### src/rtl/reg_file_master_if.sv
`default_nettype none
// ============================================================================
// Module      : reg_file_master_if
// Description : Request/response command channel for reg_file_master.
// Revision    : 1.0 - initial release
// ============================================================================
interface reg_file_master_if #(
  parameter int ADDR_W = 5,
  parameter int DATA_W = 8
);
  logic              req_valid;
  logic              req_ready;
  logic [1:0]        req_op;
  logic [ADDR_W-1:0] req_addr;
  logic [DATA_W-1:0] req_data;
  logic              rsp_valid;
  logic              rsp_ready;
  logic [DATA_W-1:0] rsp_data;
  logic              rsp_zero;
  logic              rsp_err;

  // The command engine receives requests and produces responses.
  modport slave (
    input  req_valid, req_op, req_addr, req_data, rsp_ready,
    output req_ready, rsp_valid, rsp_data, rsp_zero, rsp_err
  );

  modport master (
    output req_valid, req_op, req_addr, req_data, rsp_ready,
    input  req_ready, rsp_valid, rsp_data, rsp_zero, rsp_err
  );
endinterface
`default_nettype wire

### src/rtl/reg_file_master.sv
`default_nettype none
// ============================================================================
// Module      : reg_file_master
// Description : Command initiator for the 8-bit general-purpose register file.
//               READ/WRITE/INCF/DECF with read-modify-write for INCF/DECF.
//               Optional macro RFM_VERIFY_EN adds a read-back verify cycle.
// Revision    : 1.0 - initial release
// ============================================================================
module reg_file_master #(
  parameter int ADDR_W  = 5,
  parameter int DATA_W  = 8,
  parameter int ADDR_LO = 8
) (
  input  wire logic              clock,
  input  wire logic              reset,
  reg_file_master_if.slave       bus,
  output logic [ADDR_W-1:0]      rf_address,
  output logic                   rf_write_en,
  output logic                   rf_out_en,
  output logic [DATA_W-1:0]      rf_data_in,
  input  wire logic [DATA_W-1:0] rf_data_out
);

  localparam logic [1:0] c_OP_READ  = 2'b00;
  localparam logic [1:0] c_OP_WRITE = 2'b01;
  localparam logic [1:0] c_OP_DECF  = 2'b11;

  typedef enum logic [2:0] {
    S_IDLE = 3'd0,
    S_RD   = 3'd1,
    S_WR   = 3'd2,
    S_VF   = 3'd3,
    S_RESP = 3'd4
  } state_t;

  state_t            r_state, w_state_nxt;
  logic [1:0]        r_op, w_op_nxt;
  logic [ADDR_W-1:0] r_addr, w_addr_nxt;
  logic [DATA_W-1:0] r_wdata, w_wdata_nxt;
  logic [DATA_W-1:0] r_rsp_data, w_rsp_data_nxt;
  logic              r_rsp_zero, w_rsp_zero_nxt;
  logic              r_rsp_err, w_rsp_err_nxt;
  logic              r_rsp_valid, w_rsp_valid_nxt;
  logic              r_req_ready, w_req_ready_nxt;
  logic [ADDR_W-1:0] r_rf_address, w_rf_address_nxt;
  logic [DATA_W-1:0] r_rf_data_in, w_rf_data_in_nxt;
  logic              r_rf_we, w_rf_we_nxt;
  logic              r_rf_oe, w_rf_oe_nxt;
  logic [DATA_W-1:0] w_rd_mod;

  // All outputs are registered from next-state values, so async reset clears them at once.
  always_ff @(posedge clock or posedge reset) begin
    if (reset) begin
      r_state      <= S_IDLE;
      r_op         <= '0;
      r_addr       <= '0;
      r_wdata      <= '0;
      r_rsp_data   <= '0;
      r_rsp_zero   <= 1'b0;
      r_rsp_err    <= 1'b0;
      r_rsp_valid  <= 1'b0;
      r_req_ready  <= 1'b0;
      r_rf_address <= '0;
      r_rf_data_in <= '0;
      r_rf_we      <= 1'b0;
      r_rf_oe      <= 1'b0;
    end else begin
      r_state      <= w_state_nxt;
      r_op         <= w_op_nxt;
      r_addr       <= w_addr_nxt;
      r_wdata      <= w_wdata_nxt;
      r_rsp_data   <= w_rsp_data_nxt;
      r_rsp_zero   <= w_rsp_zero_nxt;
      r_rsp_err    <= w_rsp_err_nxt;
      r_rsp_valid  <= w_rsp_valid_nxt;
      r_req_ready  <= w_req_ready_nxt;
      r_rf_address <= w_rf_address_nxt;
      r_rf_data_in <= w_rf_data_in_nxt;
      r_rf_we      <= w_rf_we_nxt;
      r_rf_oe      <= w_rf_oe_nxt;
    end
  end

  always_comb begin
    w_state_nxt      = r_state;
    w_op_nxt         = r_op;
    w_addr_nxt       = r_addr;
    w_wdata_nxt      = r_wdata;
    w_rsp_data_nxt   = r_rsp_data;
    w_rsp_zero_nxt   = r_rsp_zero;
    w_rsp_err_nxt    = r_rsp_err;
    w_rsp_valid_nxt  = 1'b0;
    w_req_ready_nxt  = 1'b0;
    w_rf_address_nxt = r_rf_address;
    w_rf_data_in_nxt = r_rf_data_in;
    w_rf_we_nxt      = 1'b0;
    w_rf_oe_nxt      = 1'b0;
    w_rd_mod = (r_op == c_OP_DECF) ? rf_data_out - DATA_W'(1) : rf_data_out + DATA_W'(1);

    case (r_state)
      S_IDLE: begin
        if (bus.req_valid && r_req_ready) begin
          w_op_nxt   = bus.req_op;
          w_addr_nxt = bus.req_addr;
          if (bus.req_addr < ADDR_W'(ADDR_LO)) begin
            w_state_nxt     = S_RESP;
            w_rsp_data_nxt  = '0;
            w_rsp_zero_nxt  = 1'b1;
            w_rsp_err_nxt   = 1'b1;
            w_rsp_valid_nxt = 1'b1;
          end else if (bus.req_op == c_OP_WRITE) begin
            w_state_nxt      = S_WR;
            w_wdata_nxt      = bus.req_data;
            w_rf_we_nxt      = 1'b1;
            w_rf_address_nxt = bus.req_addr;
            w_rf_data_in_nxt = bus.req_data;
          end else begin
            w_state_nxt      = S_RD;
            w_rf_oe_nxt      = 1'b1;
            w_rf_address_nxt = bus.req_addr;
          end
        end else begin
          w_req_ready_nxt = 1'b1;
        end
      end
      S_RD: begin
        if (r_op == c_OP_READ) begin
          w_state_nxt     = S_RESP;
          w_rsp_data_nxt  = rf_data_out;
          w_rsp_zero_nxt  = (rf_data_out == '0);
          w_rsp_err_nxt   = 1'b0;
          w_rsp_valid_nxt = 1'b1;
        end else begin
          w_state_nxt      = S_WR;
          w_wdata_nxt      = w_rd_mod;
          w_rf_we_nxt      = 1'b1;
          w_rf_data_in_nxt = w_rd_mod;
        end
      end
      S_WR: begin
`ifdef RFM_VERIFY_EN
        w_state_nxt = S_VF;
        w_rf_oe_nxt = 1'b1;
`else
        w_state_nxt     = S_RESP;
        w_rsp_data_nxt  = r_wdata;
        w_rsp_zero_nxt  = (r_wdata == '0);
        w_rsp_err_nxt   = 1'b0;
        w_rsp_valid_nxt = 1'b1;
`endif
      end
`ifdef RFM_VERIFY_EN
      S_VF: begin
        // Report the intended value even when the read-back disagrees.
        w_state_nxt     = S_RESP;
        w_rsp_data_nxt  = r_wdata;
        w_rsp_zero_nxt  = (r_wdata == '0);
        w_rsp_err_nxt   = (rf_data_out != r_wdata);
        w_rsp_valid_nxt = 1'b1;
      end
`endif
      S_RESP: begin
        if (bus.rsp_ready) begin
          w_state_nxt     = S_IDLE;
          w_req_ready_nxt = 1'b1;
        end else begin
          w_rsp_valid_nxt = 1'b1;
        end
      end
      default: begin
        w_state_nxt = S_IDLE;
      end
    endcase
  end

  assign bus.req_ready = r_req_ready;
  assign bus.rsp_valid = r_rsp_valid;
  assign bus.rsp_data  = r_rsp_data;
  assign bus.rsp_zero  = r_rsp_zero;
  assign bus.rsp_err   = r_rsp_err;
  assign rf_address    = r_rf_address;
  assign rf_write_en   = r_rf_we;
  assign rf_out_en     = r_rf_oe;
  assign rf_data_in    = r_rf_data_in;

endmodule
`default_nettype wire
### src/flat_wrapper.sv
// flat-port wrapper written by rule: the top's interface ports become plain ports
module reg_file_master_flat 
#(
  parameter int ADDR_W  = 5,
  parameter int DATA_W  = 8,
  parameter int ADDR_LO = 8
)
  (clock, reset, rf_address, rf_write_en, rf_out_en, rf_data_in, rf_data_out, bus_req_valid, bus_req_op, bus_req_addr, bus_req_data, bus_rsp_ready, bus_req_ready, bus_rsp_valid, bus_rsp_data, bus_rsp_zero, bus_rsp_err);
  reg_file_master_if #(.ADDR_W(ADDR_W), .DATA_W(DATA_W)) bus_i ();
  input  wire logic clock;
  input  wire logic reset;
  output logic [ADDR_W-1:0] rf_address;
  output logic rf_write_en;
  output logic rf_out_en;
  output logic [DATA_W-1:0] rf_data_in;
  input  wire logic [DATA_W-1:0] rf_data_out;
  input wire logic [$bits(bus_i.req_valid)-1:0] bus_req_valid;
  input wire logic [$bits(bus_i.req_op)-1:0] bus_req_op;
  input wire logic [$bits(bus_i.req_addr)-1:0] bus_req_addr;
  input wire logic [$bits(bus_i.req_data)-1:0] bus_req_data;
  input wire logic [$bits(bus_i.rsp_ready)-1:0] bus_rsp_ready;
  output wire logic [$bits(bus_i.req_ready)-1:0] bus_req_ready;
  output wire logic [$bits(bus_i.rsp_valid)-1:0] bus_rsp_valid;
  output wire logic [$bits(bus_i.rsp_data)-1:0] bus_rsp_data;
  output wire logic [$bits(bus_i.rsp_zero)-1:0] bus_rsp_zero;
  output wire logic [$bits(bus_i.rsp_err)-1:0] bus_rsp_err;
  assign bus_i.req_valid = bus_req_valid;
  assign bus_i.req_op = bus_req_op;
  assign bus_i.req_addr = bus_req_addr;
  assign bus_i.req_data = bus_req_data;
  assign bus_i.rsp_ready = bus_rsp_ready;
  assign bus_req_ready = bus_i.req_ready;
  assign bus_rsp_valid = bus_i.rsp_valid;
  assign bus_rsp_data = bus_i.rsp_data;
  assign bus_rsp_zero = bus_i.rsp_zero;
  assign bus_rsp_err = bus_i.rsp_err;
  reg_file_master #(.ADDR_W(ADDR_W), .DATA_W(DATA_W), .ADDR_LO(ADDR_LO)) u_core (.clock(clock), .reset(reset), .bus(bus_i), .rf_address(rf_address), .rf_write_en(rf_write_en), .rf_out_en(rf_out_en), .rf_data_in(rf_data_in), .rf_data_out(rf_data_out));
endmodule
### config.mk
export PLATFORM = sky130hd
export DESIGN_NAME = reg_file_master_flat
export DESIGN_NICKNAME = d
export VERILOG_FILES = /design/src/rtl/reg_file_master_if.sv /design/src/rtl/reg_file_master.sv /design/src/flat_wrapper.sv
export SDC_FILE = /design/constraint.sdc
export NUM_CORES = 1
export LEC_CHECK = 0
export CAP_MARGIN = 20
export CORE_UTILIZATION = 46
export CTS_CLUSTER_DIAMETER = 40
export DETAILED_ROUTE_END_ITERATION = 10
export HOLD_SLACK_MARGIN = 0.12
export PLACE_DENSITY = 0.83
export RECOVER_POWER = 50
export SLEW_MARGIN = 5
export SYNTH_ARGS = -nofsm -noshare
export SYNTH_HDL_FRONTEND = slang
export SYNTH_SLANG_ARGS = --single-unit
### constraint.sdc
create_clock -name clock -period 2.2 [get_ports clock]
set_input_delay 0.55 -clock clock [delete_from_list [all_inputs] [get_ports clock]]
set_output_delay 0.55 -clock clock [all_outputs]
set_load 0.1 [all_outputs]
Word level (Yosys, flattened, before mapping):

Cells that the tools add are included.

* bits in registers: 32
* input bits: 27
* output and inout port bits: 27

* add/subtract/negate cells: 2
* order comparisons: 1
* equality and inequality tests: 12
* multiplexer cells: 39
* bitwise gates (word level): 1
* reduce and logical (&&, ||, !) cells: 12

Operators by type and width (count)
* 2-to-1 mux 8 bit: 8
* case mux 8 bit (3 select lines): 1
* 2-to-1 mux 1 bit: 18
* logical NOT 8 bit: 2
* case mux 8 bit (2 select lines): 1
* 2-to-1 mux 3 bit: 4
* case mux 3 bit (4 select lines): 1
* adder 8 x 1 -> 8 bit, second input constant: 1
* != test 2 x 1 -> 1 bit, second input constant: 4
* subtractor 8 x 1 -> 8 bit, second input constant: 1
* != test 2 bit, second input constant: 3
* case mux 1 bit (3 select lines): 2
* < comparator 5 x 4 -> 1 bit, second input constant: 1
* AND reduction 5 bit: 1
* case mux 1 bit (2 select lines): 2
* case mux 1 bit (4 select lines): 1
* AND reduction 2 bit: 2
* AND reduction 4 bit: 1
* == test 3 x 1 -> 1 bit, second input constant: 1
* == test 3 x 2 -> 1 bit, second input constant: 1
* == test 3 bit, second input constant: 1
* logical NOT 3 bit: 1
* AND reduction 3 bit: 1
* nonzero test 3 bit: 1
* other kinds (7): 7

Longest topological paths before layout:

* depth in word-level cells: 5
* gate-level depth with buffers: 8

Worst setup path before layout:

No wires, ideal clock.

* path kind: register to register
* start point: register u_core.r_req_ready, in the netlist u_core.bus.req_ready
* end point: register u_core.r_wdata[2]
* setup time: 82 ps
* arrival time: 2073 ps
* data required time: 2118 ps
* slack: 45 ps
* cell stages (with the launch flop): 7
* period minus slack after synthesis: 2155 ps
* path through: dfrtp_1 -> nand3b_1 -> nor4_4 -> a21oi_2 -> clkinv_2 -> nor2_1 -> a31oi_1

* longest elaborated chain between the ends: 3

Ends and longest elaborated chain
* start, declared: line reg_file_master.sv:44 `logic r_req_ready, w_req_ready_nxt;`
* start signal, assigned: line reg_file_master.sv:76 `r_req_ready <= w_req_ready_nxt;`
* logical AND 1 bit: line reg_file_master.sv:102 `if (bus.req_valid && r_req_ready) begin`
* != test 2 x 1 -> 1 bit (no line)
* AND reduction 5 bit (no line)
* end signal, assigned: line reg_file_master.sv:71 `r_wdata <= w_wdata_nxt;`
* end, declared: line reg_file_master.sv:39 `logic [DATA_W-1:0] r_wdata, w_wdata_nxt;`

No other way between the ends.
A chain may end at the register's enable or synchronous reset.

Worst setup path in the final report:

* start point: input port rf_data_out[1]
* end point: register u_core.r_wdata[2]

* longest elaborated chain between the ends: 4
* elaborated cells between the ends (all ways): 5
* classes of those cells: add/sub (2); mux (3)

Ends and longest elaborated chain
* start, declared: line flat_wrapper.sv:16 `input wire logic [DATA_W-1:0] rf_data_out;`
* adder 8 x 1 -> 8 bit or subtractor 8 x 1 -> 8 bit (tied branches): line reg_file_master.sv:98 `w_rd_mod = (r_op == c_OP_DECF) ? rf_data_out - DATA_W'(1) : rf_data_out + DATA_W'(1);`
* 2-to-1 mux 8 bit *: line reg_file_master.sv:98
* 2-to-1 mux 8 bit *: line reg_file_master.sv:127 `if (r_op == c_OP_READ) begin`
* case mux 8 bit (2 select lines) *: line reg_file_master.sv:100 `case (r_state)`

Every way passes the cells marked *; elsewhere a longest branch is shown, timed or not. The select of a mux whose other input is x is not followed.

==> impl_metrics.csv <==
group,metric,value,unit
clock_network,cts.clk_slew.worst_paths,0.07,ns
synthesis,synth-seq-cells,32,
global_route,grtUsageMet1,29.2,%
sta,clock_skew,0.00970,ns
detailed_routing,drt-pass1-iter-count,4,
detailed_routing,vias_per_cell,5.38,
global_route,grt_max_degree,33,
die,die_w,62.7,µm
flow_run,maxCapViolations,0,
placed_design,io_buffers,53,
synthesis,syn_area_per_cell,9.81,µm²
critical_path,end_kind,"flop",
worst_hold_path,hold_class,"flop to flop",
global_route,grt_pass1_wl,6.49,mm
global_route,grt_pass1_vias,1385,
synthesis,synth_flop_cell,"dfrtp_1",
clock_network,cts-buffers-inserted,5,
final_layout,antennaDiodeCount,0,
sta,finalMaxSlewViolations,0,
placed_design,place_congestion,0.885,
die,rows,21,
clock_network,cts_root_buf,"clkbuf_8",
sta,post-route-period-util,89.4,%
clock_network,ctsHtreeMaxLevel,2,
synthesis,synth_nets,201,
final_layout,nFillCells,294,
final_layout,fin_util,67.9,%
global_route,grt_usage,21.0,%
detailed_routing,drt_iter0_markers,132,
sta,period_needed,1.97,ns
synthesis,yosysUniqueCellTypes,41,
final_layout,seqCellArea,801,µm²
global_route,antenna_found_initial,0,
final_layout,area_delta_synth_final,37.8,%
synthesis,seq_area_frac_synth,47.2,%
sta,slew_headroom,49.5,%
synthesis,yosys_warnings,0,
clock_network,cts_tree,"yes",
synthesis,async_flop_share,100,%
critical_path,crit_required,2.40,ns
synthesis,syn-cell-area,1700,µm²
synthesis,synth_top_area_share,47.2,%
die,start_util,49.3,%
synthesis,synth_edf_count,0,
global_route,grt_most_used_layer,"met2",
synthesis,post-synth-top-area-cell,"dfrtp_1",
die,die_height,62.7,µm
critical_path,crit_path_start_kind,"input pin",
sta,worst_pin_slew,0.757,ns
clock_network,cts_hold_buf,0,
final_layout,layout-drive-gt1-share,25.1,%
synthesis,synth_common_cells,"dfrtp_1, nor2_1, nand2_1, a21oi_1, a22oi_1",
clock_network,cts-resized-gates,0,
final_layout,final_nets,267,
detailed_routing,antenna_left,0,
clock_network,clock-sinks,32,
clock_network,clockBufferDepth,2,
global_route,grt_use_met3,3.65,%
placed_design,hpwl,2.86,mm
sta,finalHoldViolations,0,
critical_path,critical_path_arrival,2.17,ns
detailed_routing,wl,3.85,mm
sta,fin_tns_setup,0,ns
detailed_routing,drc_errors,0,
global_route,globalRouteMet2Util,32.6,%
synthesis,synth_most_common_cell,"dfrtp_1",
synthesis,syn_inst,173,
global_route,gr-total-overflow,0,
synthesis,ys_top_cells_by_area,"dfrtp_1, nor2_1, nand2_1",
sta,timing.hold.ws,0.478,ns
detailed_routing,wl_per_cell,13.5,µm
critical_path,worstPathMaxFanout,5,
die,core-area,3440,µm²
outcome,outcome,"finished clean",
detailed_routing,vias,1533,
die,dieArea,3940,µm²
sta,setup_viol,0,
sta,rsz0062_at_grt,"no",
clock_network,postCtsSetupRepairBufs,1,
final_layout,multi_input_area,808,µm²
sta,max_freq,509,MHz
clock_network,clk-insertion-delay-late,0.28,ns
critical_path,worstSetupPathType,"input pin to flop",
die,io_pins,54,
-- final timing paths --
path | from | slack [ns] | end | cells after the start
max | rf_data_out[1] | 0.23 | u_core.r_wdata[2] | 8
min | u_core.rf_address[3] | 0.48 | u_core.rf_address[3] | 2
max reg2reg | u_core.r_state[2] | 0.39 | u_core.r_state[2] | 6
min reg2reg | u_core.rf_address[3] | 0.48 | u_core.rf_address[3] | 2
max in group asynchronous | reset | 0.79 | u_core.bus.rsp_data[1] | 3
min in group asynchronous | reset | 0.92 | u_core.r_op[0] | 3
-- worst max-delay path, stage by stage --
cell	delay [ns]
clkdlybuf4s50_1	0.54
xnor2_1	0.14
ha_1	0.27
nor2_1	0.06
mux2i_1	0.19
xnor2_1	0.17
nand2_1	0.09
a31oi_1	0.16
-- per-layer routing --
| metal | vias up | routed length, µm |
|---|---|---|
| met2 | 64 | 1730 |
| met1 | 712 | 1790 |
| met5 | - | 0 |
| met3 | 5 | 270 |
| li1 | 752 | - |
| met4 | 0 | 55 |
-- flip-flops by register name, summed over array words and instances (netlist names) --
signal                flops
u_core.r_op               2
u_core.rf_write_en        1
u_core.bus.rsp_data       8
u_core.rf_address         5
u_core.bus.rsp_valid      1
u_core.bus.rsp_zero       1
u_core.bus.req_ready      1
u_core.bus.rsp_err        1
u_core.rf_out_en          1
u_core.r_state            3
u_core.r_wdata            8
-- metrics by stage --
stage                     instance area [µm²]  setup WS [ns]  instances
final                                    2340          0.233        285
after CTS                                2370          0.242        285
after floorplan                          1700         0.0455        173
after detailed placement                 2250         -0.340        277
after global routing                     2340         0.0839        285
after global placement                   2250         -0.228        277
-- layout by cell type (no fill, tap or decap), types with 2 or more instances in the layout --
| cell | n |
|---|---|
| a21oi_1 | 12 |
| a22oi_1 | 8 |
| a31oi_1 | 4 |
| and2_1 | 2 |
| buf_4 | 27 |
| clkbuf_2 | 13 |
| clkbuf_8 | 7 |
| clkdlybuf4s50_1 | 25 |
| dfrtp_1 | 32 |
| inv_1 | 4 |
| mux2_2 | 5 |
| mux2i_1 | 2 |
| nand2_1 | 17 |
| nand2b_1 | 3 |
| nand3_1 | 5 |
| nor2_1 | 21 |
| nor2b_1 | 6 |
| nor3_1 | 5 |
| o211ai_1 | 2 |
| o21ai_0 | 5 |
| o22ai_1 | 3 |
| o311ai_0 | 2 |
| or4_1 | 2 |
| xnor2_1 | 6 |
-- cell families after synthesis --
family	after synthesis	synth area share, %
AOI/OAI and AO/OA	43	17.5
buffers and inverters	14	5.16
and+or+nand+nor	69	21.3
muxes	7	4.50
DFF	32	47.2
adders and majority gates	1	0.737
xor gates and xnor gates	7	3.61
-- layout make-up --
type                       count  share of cell area, %
clock buffer                   7                   4.12
inverter                       5                  0.856
multi-input combinational    127                   34.6
sequential                    32                   34.2
tap                           46                   2.46
timing repair buffer          68                   23.8
Power is left out: the tool's default activity adds up to more than one toggle a clock period on the data nets, which glitch-free logic cannot reach.
